### config.mk
export PLATFORM = sky130hd
export DESIGN_NAME = ehgu_sfifo
export DESIGN_NICKNAME = d
export VERILOG_FILES = /design/src/rtl/ehgu_sfifo.sv
export SDC_FILE = /design/constraint.sdc
export NUM_CORES = 1
export LEC_CHECK = 0
export ABC_CLOCK_PERIOD_IN_PS = 3300
export CORE_MARGIN = 2
export CORE_UTILIZATION = 45
export DETAILED_ROUTE_END_ITERATION = 12
export GPL_TIMING_DRIVEN = 0
export PLACE_DENSITY = 0.61
export SLEW_MARGIN = 20
export SYNTH_ARGS = -nofsm -noshare
export SYNTH_HDL_FRONTEND = slang
export SYNTH_SLANG_ARGS = --single-unit
### constraint.sdc
create_clock -name clk0 -period 3.3 [get_ports clk0]
set_input_delay 0.33 -clock clk0 [delete_from_list [all_inputs] [get_ports clk0]]
set_output_delay 0.33 -clock clk0 [all_outputs]
set_load 0.005 [all_outputs]
### src/rtl/ehgu_sfifo.sv
// Synchronous single-clock FIFO with selectable first-word-fall-through or
// registered read, occupancy count, almost/full/empty flags and sticky errors.
module ehgu_sfifo #(
  parameter int WIDTH  = 8,
  parameter int DEPTH  = 128,
  parameter int FWFT   = 1,
  parameter int AF_LVL = DEPTH - 2,
  parameter int AE_LVL = 2
) (
  input  logic                        clk0,
  input  logic                        rst,
  input  logic                        flush,
  input  logic                        clr_err,
  input  logic                        din_valid,
  output logic                        din_ready,
  input  logic [WIDTH-1:0]            din,
  output logic                        dout_valid,
  input  logic                        dout_ready,
  output logic [WIDTH-1:0]            dout,
  output logic [$clog2(DEPTH):0]      count,
  output logic                        full,
  output logic                        empty,
  output logic                        almost_full,
  output logic                        almost_empty,
  output logic                        ovf,
  output logic                        udf
);

  localparam int AWIDTH = $clog2(DEPTH);
  localparam int CW     = AWIDTH + 1;
  localparam logic [CW-1:0] FULL_CNT = CW'(DEPTH);
  localparam logic [CW-1:0] AF_CNT   = CW'(AF_LVL);
  localparam logic [CW-1:0] AE_CNT   = CW'(AE_LVL);

  logic [WIDTH-1:0]  r_mem [DEPTH];
  logic [AWIDTH-1:0] r_wptr;
  logic [AWIDTH-1:0] r_rptr;
  logic [CW-1:0]     r_count;
  logic              r_ovf;
  logic              r_udf;

  logic w_full;
  logic w_empty;
  logic w_push;
  logic w_pop;
  logic w_ovf_evt;
  logic w_udf_evt;

  // Flags derive only from the registered count, so din_ready never sees dout_ready.
  assign w_full    = (r_count == FULL_CNT);
  assign w_empty   = (r_count == '0);
  assign w_push    = din_valid && !w_full;
  assign w_pop     = dout_ready && !w_empty;
  assign w_ovf_evt = din_valid && w_full;
  assign w_udf_evt = (FWFT == 0) && dout_ready && w_empty;

  assign din_ready    = !w_full;
  assign full         = w_full;
  assign empty        = w_empty;
  assign almost_full  = (r_count >= AF_CNT);
  assign almost_empty = (r_count <= AE_CNT);
  assign count        = r_count;
  assign ovf          = r_ovf;
  assign udf          = r_udf;

  // NOTE: sequential state uses non-blocking assignments so every register
  // samples pre-edge values regardless of block ordering.
  always_ff @(posedge clk0) begin
    if (rst) begin
      r_wptr  <= '0;
      r_rptr  <= '0;
      r_count <= '0;
    end else if (flush) begin
      r_wptr  <= '0;
      r_rptr  <= '0;
      r_count <= '0;
    end else begin
      if (w_push) r_wptr <= r_wptr + 1'b1;
      if (w_pop)  r_rptr <= r_rptr + 1'b1;
      case ({w_push, w_pop})
        2'b10:   r_count <= r_count + 1'b1;
        2'b01:   r_count <= r_count - 1'b1;
        default: r_count <= r_count;
      endcase
    end
  end

  // A coincident error event wins over clr_err; flush does not raise errors.
  always_ff @(posedge clk0) begin
    if (rst) begin
      r_ovf <= 1'b0;
      r_udf <= 1'b0;
    end else begin
      r_ovf <= (r_ovf && !clr_err) || (w_ovf_evt && !flush);
      r_udf <= (r_udf && !clr_err) || (w_udf_evt && !flush);
    end
  end

  // NOTE: the storage array has no reset; pointers and count define validity,
  // which keeps it mappable onto plain RAM.
  always_ff @(posedge clk0) begin
    if (w_push && !flush) r_mem[r_wptr] <= din;
  end

  if (FWFT != 0) begin : g_fwft
    assign dout_valid = !w_empty;
    assign dout       = r_mem[r_rptr];
  end else begin : g_regread
    logic [WIDTH-1:0] r_dout;
    logic             r_dout_valid;

    always_ff @(posedge clk0) begin
      if (rst) begin
        r_dout       <= '0;
        r_dout_valid <= 1'b0;
      end else if (flush) begin
        r_dout_valid <= 1'b0;
      end else begin
        r_dout_valid <= w_pop;
        if (w_pop) r_dout <= r_mem[r_rptr];
      end
    end

    assign dout_valid = r_dout_valid;
    assign dout       = r_dout;
  end

endmodule

==> results.sh, run 1 <==
export IMPL_ant_nets=0
export IMPL_dpl_cell_area_um2=43110
export IMPL_syn_area_per_cell_um2=20.04
export IMPL_yosysWarnings=0
export IMPL_pwr_share_seq_pct=52.6
export IMPL_status="finished, violations left"
export IMPL_p_clk_share_pct=44.3
export IMPL_pwr_density_cell_nw_per_um2=572.5
export IMPL_synth_edf_count=1024
export IMPL_min_period_over_period_pct=112.3
export IMPL_drt_iter0_drc=2128
export IMPL_synth_most_common_cell="edfxtp_1"
export IMPL_dp_cells=3268
export IMPL_fin_area_um2=48790
export IMPL_dieWidth_um=306.0
export IMPL_final_core_util_pct=54.12
export IMPL_finalClockSkew_ns=0.03903
export IMPL_grt_first_pass_wirelength_um=149300
export IMPL_min_period_ns=3.705
export IMPL_synth_largest_area_cell="edfxtp_1"
export IMPL_crit_type="reg -> out"
export IMPL_synthCells=2047
export IMPL_diodes=0
export IMPL_dpl_hpwl_um=65600
export IMPL_dp_worst_setup_slack_ns=-1.810
export IMPL_synth_area_um2=41030
export IMPL_cts_sinks=1055
export IMPL_coreArea_um2=90150
export IMPL_finalHoldViolCount=0
export IMPL_power_switching_mw=5.685
export IMPL_seq_area_frac_synth_pct=76.46
export IMPL_clk_pin_slew_ns=0.06
export IMPL_grt_max_degree=97
export IMPL_drv_cap=0
export IMPL_area_growth_pct=18.91
export IMPL_wirelength_um=103300
export IMPL_ios=38
export IMPL_grt_pass1_vias=21619
export IMPL_setup_viol=9
export IMPL_sw_frac_of_total_pct=20.36
export IMPL_violations="setup timing"
export IMPL_async_reset_ff_share_pct=0
export IMPL_vdd_drop_max_uv=438.7
export IMPL_cts_buffers=108
export IMPL_ctsHtreeMaxLevel=3
export IMPL_endpoint_kind="output pin"
export IMPL_synthTopCellsByArea="edfxtp_1 75%, mux4_2 11%, mux2_2 1.8%"
export IMPL_synth_commonest_cells="1024 x edfxtp_1, 192 x mux4_2, 175 x nor2_1, 80 x a22oi_1, 66 x mux2i_1"
export IMPL_cp_data_arrival_time_ns=3.38
export IMPL_synth_cell_types=54
export IMPL_fin_ws_ns=-0.4052
export IMPL_vias=20791
export IMPL_first_pass_iters=7
export IMPL_fmax_ghz=0.2699
export IMPL_overflow=0
export IMPL_cts_tree="yes"
export IMPL_nets=2255
export IMPL_die_height_um=306.0
export IMPL_cp_start_kind="flip-flop"
export IMPL_worst_pin_slew_ns=0.9475
export IMPL_final_cells=3499
export IMPL_ys_flop_type="edfxtp_1"
export IMPL_remaining_drc_errors=0
export IMPL_cts_path_max_buffers=3
export IMPL_synth_net_count=2071
export IMPL_rsz0062_at_grt="yes"
export IMPL_grt_total_usage_pct=22.16
export IMPL_cp_required_ns=2.97
export IMPL_p_int_mw=22.24
export IMPL_slew_headroom_pct=36.83
export IMPL_drive_gt1_share_pct=31.55
export IMPL_cp_max_fo=10
export IMPL_pwr_share_comb_pct=3.1
export IMPL_start_util_pct=45.51
export IMPL_antenna_found_initial=0
export IMPL_clk_latency_ns=0.69
export IMPL_vias_per_cell=5.942
export IMPL_die_area_um2=93610
export IMPL_min_delay_path_class="in -> reg"
export IMPL_synth_top_cell_area_share_pct=74.95
export IMPL_core_rowCount=110
export IMPL_ys_ff_latch=1055
export IMPL_holdWs_ns=0.04326
export IMPL_portBuffers=37
export IMPL_leakage_nw=14.94
export IMPL_final_max_slew_viol_count=0
export IMPL_gp_congestion=0.8352
export IMPL_drt_wirelength_per_cell_um=29.53
export IMPL_cts_root_buf="clkbuf_16"
cell usage in the layout (no fill, tap or decap), types with 12 or more instances in the layout:
master	instances
buf_2	12
dfxtp_1	24
o21ai_0	16
nor2_1	149
mux4_2	192
o22ai_1	16
a221oi_4	13
a22oi_2	22
nor2_2	25
clkinv_2	17
clkbuf_16	112
edfxtp_1	1024
a22oi_1	58
buf_16	13
clkbuf_8	17
mux2_2	64
clkdlybuf4s50_1	21
o21ai_1	13
buf_6	38
clkinv_1	19
a221o_1	16
nand3_1	13
mux2i_1	66
nand2_1	22
buf_12	17
clkbuf_2	23
buf_4	25
o221ai_1	15
clkbuf_1	36
cells by family (layout without fill, tap and decap cells):
logic type,after synthesis,after routing,synth area share (%)
muxes,322,322,13.91
DFF,1055,1055,76.46
xor gates and xnor gates,15,15,0.3202
and+or+nand+nor,272,272,3.162
adders and majority gates,10,10,0.3233
buffers and inverters,128,404,1.488
AOI/OAI and AO/OA,245,245,4.340
layout make-up:
class                      instances  area [µm²]
fill                            6770       41360
sequential                      1055       31390
multi-input combinational        864       10100
clock buffer                     144        2970
tap                             1176        1471
buffer                           112        1134
timing repair buffer              80       987.2
clock inverter                    58       681.9
inverter                          10       50.05
repair_timing:
item / 4_1_cts / 5_1_grt
pin swaps: 36 / 35
gates cloned: 4 / 1
hold buffers: 1 / 0
endpoints found under the hold margin: 1 / 0
resized for setup: 378 / 84
setup buffers: 26 / 6
endpoints found under the setup margin: 10 / 56
registers in the layout (all words and copies together) (netlist names), named ones only:
| name | cells |
|---|---|
| r_mem | 1024 |
| udf | 1 |
| ovf | 1 |
| count | 8 |
| r_rptr | 7 |
| r_wptr | 7 |
per-layer routing:
layer	up-vias	share of wire [%]	global-route usage, %
met5	-	0	0
met4	0	3.3	8.294
met3	153	7.8	5.516
met2	803	48	35.59
met1	10984	41	29.42
li1	8851	-	-
worst max-delay path: stages (launching register included):
cell and delay, ns:
dfxtp_4 0.37, buf_12 0.17, buf_16 0.18, buf_16 0.16, mux4_2 0.55, a221oi_4 0.34
o22ai_4 0.14, nor3_4 0.35, o221ai_4 0.19, buf_2 0.19
through the flow:
stage	TNS, ns	power (mW)
3_3_place_gp	-1841.11	15.74
5_1_grt	-3.735	28.64
6_report	-2.930	27.93
4_1_cts	-3.419	28.04
3_5_place_dp	-17.10	15.72
2_1_floorplan	0	15.29
power by group through the flow:
stage / registers (mW) / logic [mW] / clock network, mW
global placement: 15.1 / 0.678 / 0
CTS: 14.7 / 0.843 / 12.5
finish: 14.7 / 0.865 / 12.4
detailed placement: 15.0 / 0.735 / 0
floorplan: 15.0 / 0.302 / 0
global route: 14.7 / 0.916 / 13.0
final timing paths:
| kind | start | to | slack, ns | cells past startpoint |
|---|---|---|---|---|
| worst max-delay path | flip-flop | dout[6] | -0.41 | 9 |
| worst min register to register | udf | udf | 0.46 | 1 |
| worst min-delay path | din[2] | r_mem[104][2] | 0.04 | 1 |
| worst max register to register | count[3] | count[7] | -0.04 | 13 |
(Power assumes the default switching activity.)
==> run 2: changes to the inputs <==
- CORE_MARGIN: 2 -> 3
- CORE_UTILIZATION: 45 -> 25
- PLACE_DENSITY: 0.61 -> unset
==> run 2 against run 1 <==
The flow still finishes with violations (setup timing). Wire length up 1.2%. Critical endpoint unchanged. Hold slack lost 0.00062 ns. Setup slack lost 0.086 ns. Fmax is 2.3% lower. Register-to-register slack lost 0.06 ns. Critical path type unchanged. Sequential power about the same. Total power shrank 2.4%.
==> results.sh, run 2 (synthesized netlist as in run 1, its figures left out) <==
export IMPL_status="finished, violations left"
export IMPL_violations="setup timing"
export IMPL_grt_first_pass_wirelength_um=149100
export IMPL_cp_start_kind="flip-flop"
export IMPL_final_cells=4482
export IMPL_dp_worst_setup_slack_ns=-1.543
export IMPL_pwr_density_cell_nw_per_um2=550.2
export IMPL_sw_frac_of_total_pct=20.50
export IMPL_fin_area_um2=49540
export IMPL_min_period_ns=3.791
export IMPL_grt_max_degree=93
export IMPL_vdd_drop_max_uv=565.9
export IMPL_ctsHtreeMaxLevel=3
export IMPL_worstSetupPathDepth=10
export IMPL_overflow=0
export IMPL_ff2ff_path_depth=12
export IMPL_dpl_cell_area_um2=44360
export IMPL_drt_wirelength_per_cell_um=23.33
export IMPL_cts_buffers=102
export IMPL_cts_tree="yes"
export IMPL_total_power_mw=27.26
export IMPL_fmax_ghz=0.2638
export IMPL_min_delay_path_class="in -> reg"
export IMPL_slew_headroom_pct=22.19
export IMPL_crit_type="reg -> out"
export IMPL_holdWs_ns=0.04264
export IMPL_cts_sinks=1055
export IMPL_finalHoldViolCount=0
export IMPL_slowest_delay_ns=0.56
export IMPL_cp_cell_sequence="buf_6 > buf_8 > clkbuf_16 > mux4_2 > a22o_4 > a221oi_2 > o22ai_2 > nor3_4 > o221ai_4 > buf_2"
export IMPL_cp_max_fo=5
export IMPL_cts_path_max_buffers=3
export IMPL_coreArea_um2=163000
export IMPL_ant_nets=0
export IMPL_regMostFlops="r_mem"
export IMPL_min_period_over_period_pct=114.9
export IMPL_layout_common_cells="1024 x edfxtp_1, 192 x mux4_2, 157 x nor2_1"
export IMPL_area_growth_pct=20.75
export IMPL_final_common_cell="edfxtp_1"
export IMPL_die_height_um=411.1
export IMPL_pwr_share_comb_pct=3.1
export IMPL_clk_latency_ns=0.69
export IMPL_wirelength_um=104600
export IMPL_finalClockSkew_ns=0.02210
export IMPL_dieWidth_um=411.1
export IMPL_cp_data_arrival_time_ns=3.46
export IMPL_vias_per_cell=4.656
export IMPL_die_area_um2=169000
export IMPL_rsz0062_at_grt="yes"
export IMPL_cts_root_buf="clkbuf_16"
export IMPL_antenna_found_initial=2
export IMPL_vias=20866
export IMPL_nets=2245
export IMPL_largest_register_ffs=1024
export IMPL_portBuffers=37
export IMPL_first_pass_iters=5
export IMPL_worstHoldPathCells=1
export IMPL_critPathTopFamily="compound AO/OA/AOI/OAI gates"
export IMPL_final_core_util_pct=30.40
export IMPL_cp_required_ns=2.97
export IMPL_critPathSlowestCell="mux4_2"
export IMPL_p_clk_share_pct=43.0
export IMPL_fin_setup_tns_ns=-3.608
export IMPL_pwr_share_seq_pct=53.9
export IMPL_dp_cells=4267
export IMPL_dpl_hpwl_um=66320
export IMPL_core_rowCount=148
export IMPL_start_util_pct=25.18
export IMPL_cts_hold_buffers=0
export IMPL_remaining_drc_errors=0
export IMPL_drt_iter0_drc=2421
export IMPL_ios=38
export IMPL_setup_viol=9
export IMPL_critPathBufInv=4
export IMPL_grt_pass1_vias=20971
export IMPL_drv_cap=0
export IMPL_endpoint_kind="output pin"
export IMPL_gp_congestion=0.8396
export IMPL_grt_total_usage_pct=11.99
export IMPL_clk_pin_slew_ns=0.06
export IMPL_power_switching_mw=5.588
export IMPL_worst_pin_slew_ns=1.167
export IMPL_p_int_mw=21.67
export IMPL_final_max_slew_viol_count=0
export IMPL_drive_gt1_share_pct=29.66
export IMPL_fin_ws_ns=-0.4909
export IMPL_leakage_nw=14.72
[run 2: repair_timing]
action | in CTS | in global routing
buffers inserted | 19 | 5
cloned | 2 | 5
pin swaps | 31 | 30
resized for setup | 331 | 83
endpoints found under the setup margin | 34 | 98
[run 2: area by class of cell]
cell class	instances	area [µm²]
fill	15793	113400
sequential	1055	31390
clock buffer	123	2674
timing repair buffer	76	964.7
inverter	10	52.55
antenna	1	2.502
buffer	112	1104
tap	2175	2721
clock inverter	66	649.4
multi-input combinational	864	9986
[run 2: worst reg2reg max path, stage by stage (launching register included)]
cell	delay [ns]
dfxtp_4	0.35
or4_4	0.54
or4_4	0.43
and2_4	0.19
clkinv_8	0.06
ha_4	0.22
ha_4	0.23
a21oi_4	0.12
o211ai_1	0.16
o41ai_2	0.42
xnor2_1	0.12
or3_1	0.39
a21oi_2	0.11
[run 2: final timing paths]
kind | from | end | slack [ns]
max | flip-flop | dout[6] | -0.49
min | din[7] | r_mem[13][7] | 0.04
max reg2reg | count[2] | count[7] | -0.10
min reg2reg | ovf | ovf | 0.47
[run 2: per-layer routing]
| layer | track usage [%] | vias to the layer above | share of wire [%] |
|---|---|---|---|
| met5 | 0 | - | 0 |
| met4 | 4.046 | 0 | 2.9 |
| met3 | 2.480 | 166 | 7.2 |
| met2 | 19.27 | 828 | 48 |
| met1 | 16.15 | 11047 | 42 |
| li1 | - | 8825 | - |
[run 2: power groups by stage]
stage | Sequential (mW) | Clock [mW] | Combinational, mW
2_1_floorplan | 15.0 | 0 | 0.302
3_3_place_gp | 15.1 | 0 | 0.689
3_5_place_dp | 15.0 | 0 | 0.737
4_1_cts | 14.7 | 11.9 | 0.821
5_1_grt | 14.7 | 12.4 | 0.910
6_report | 14.7 | 11.7 | 0.856
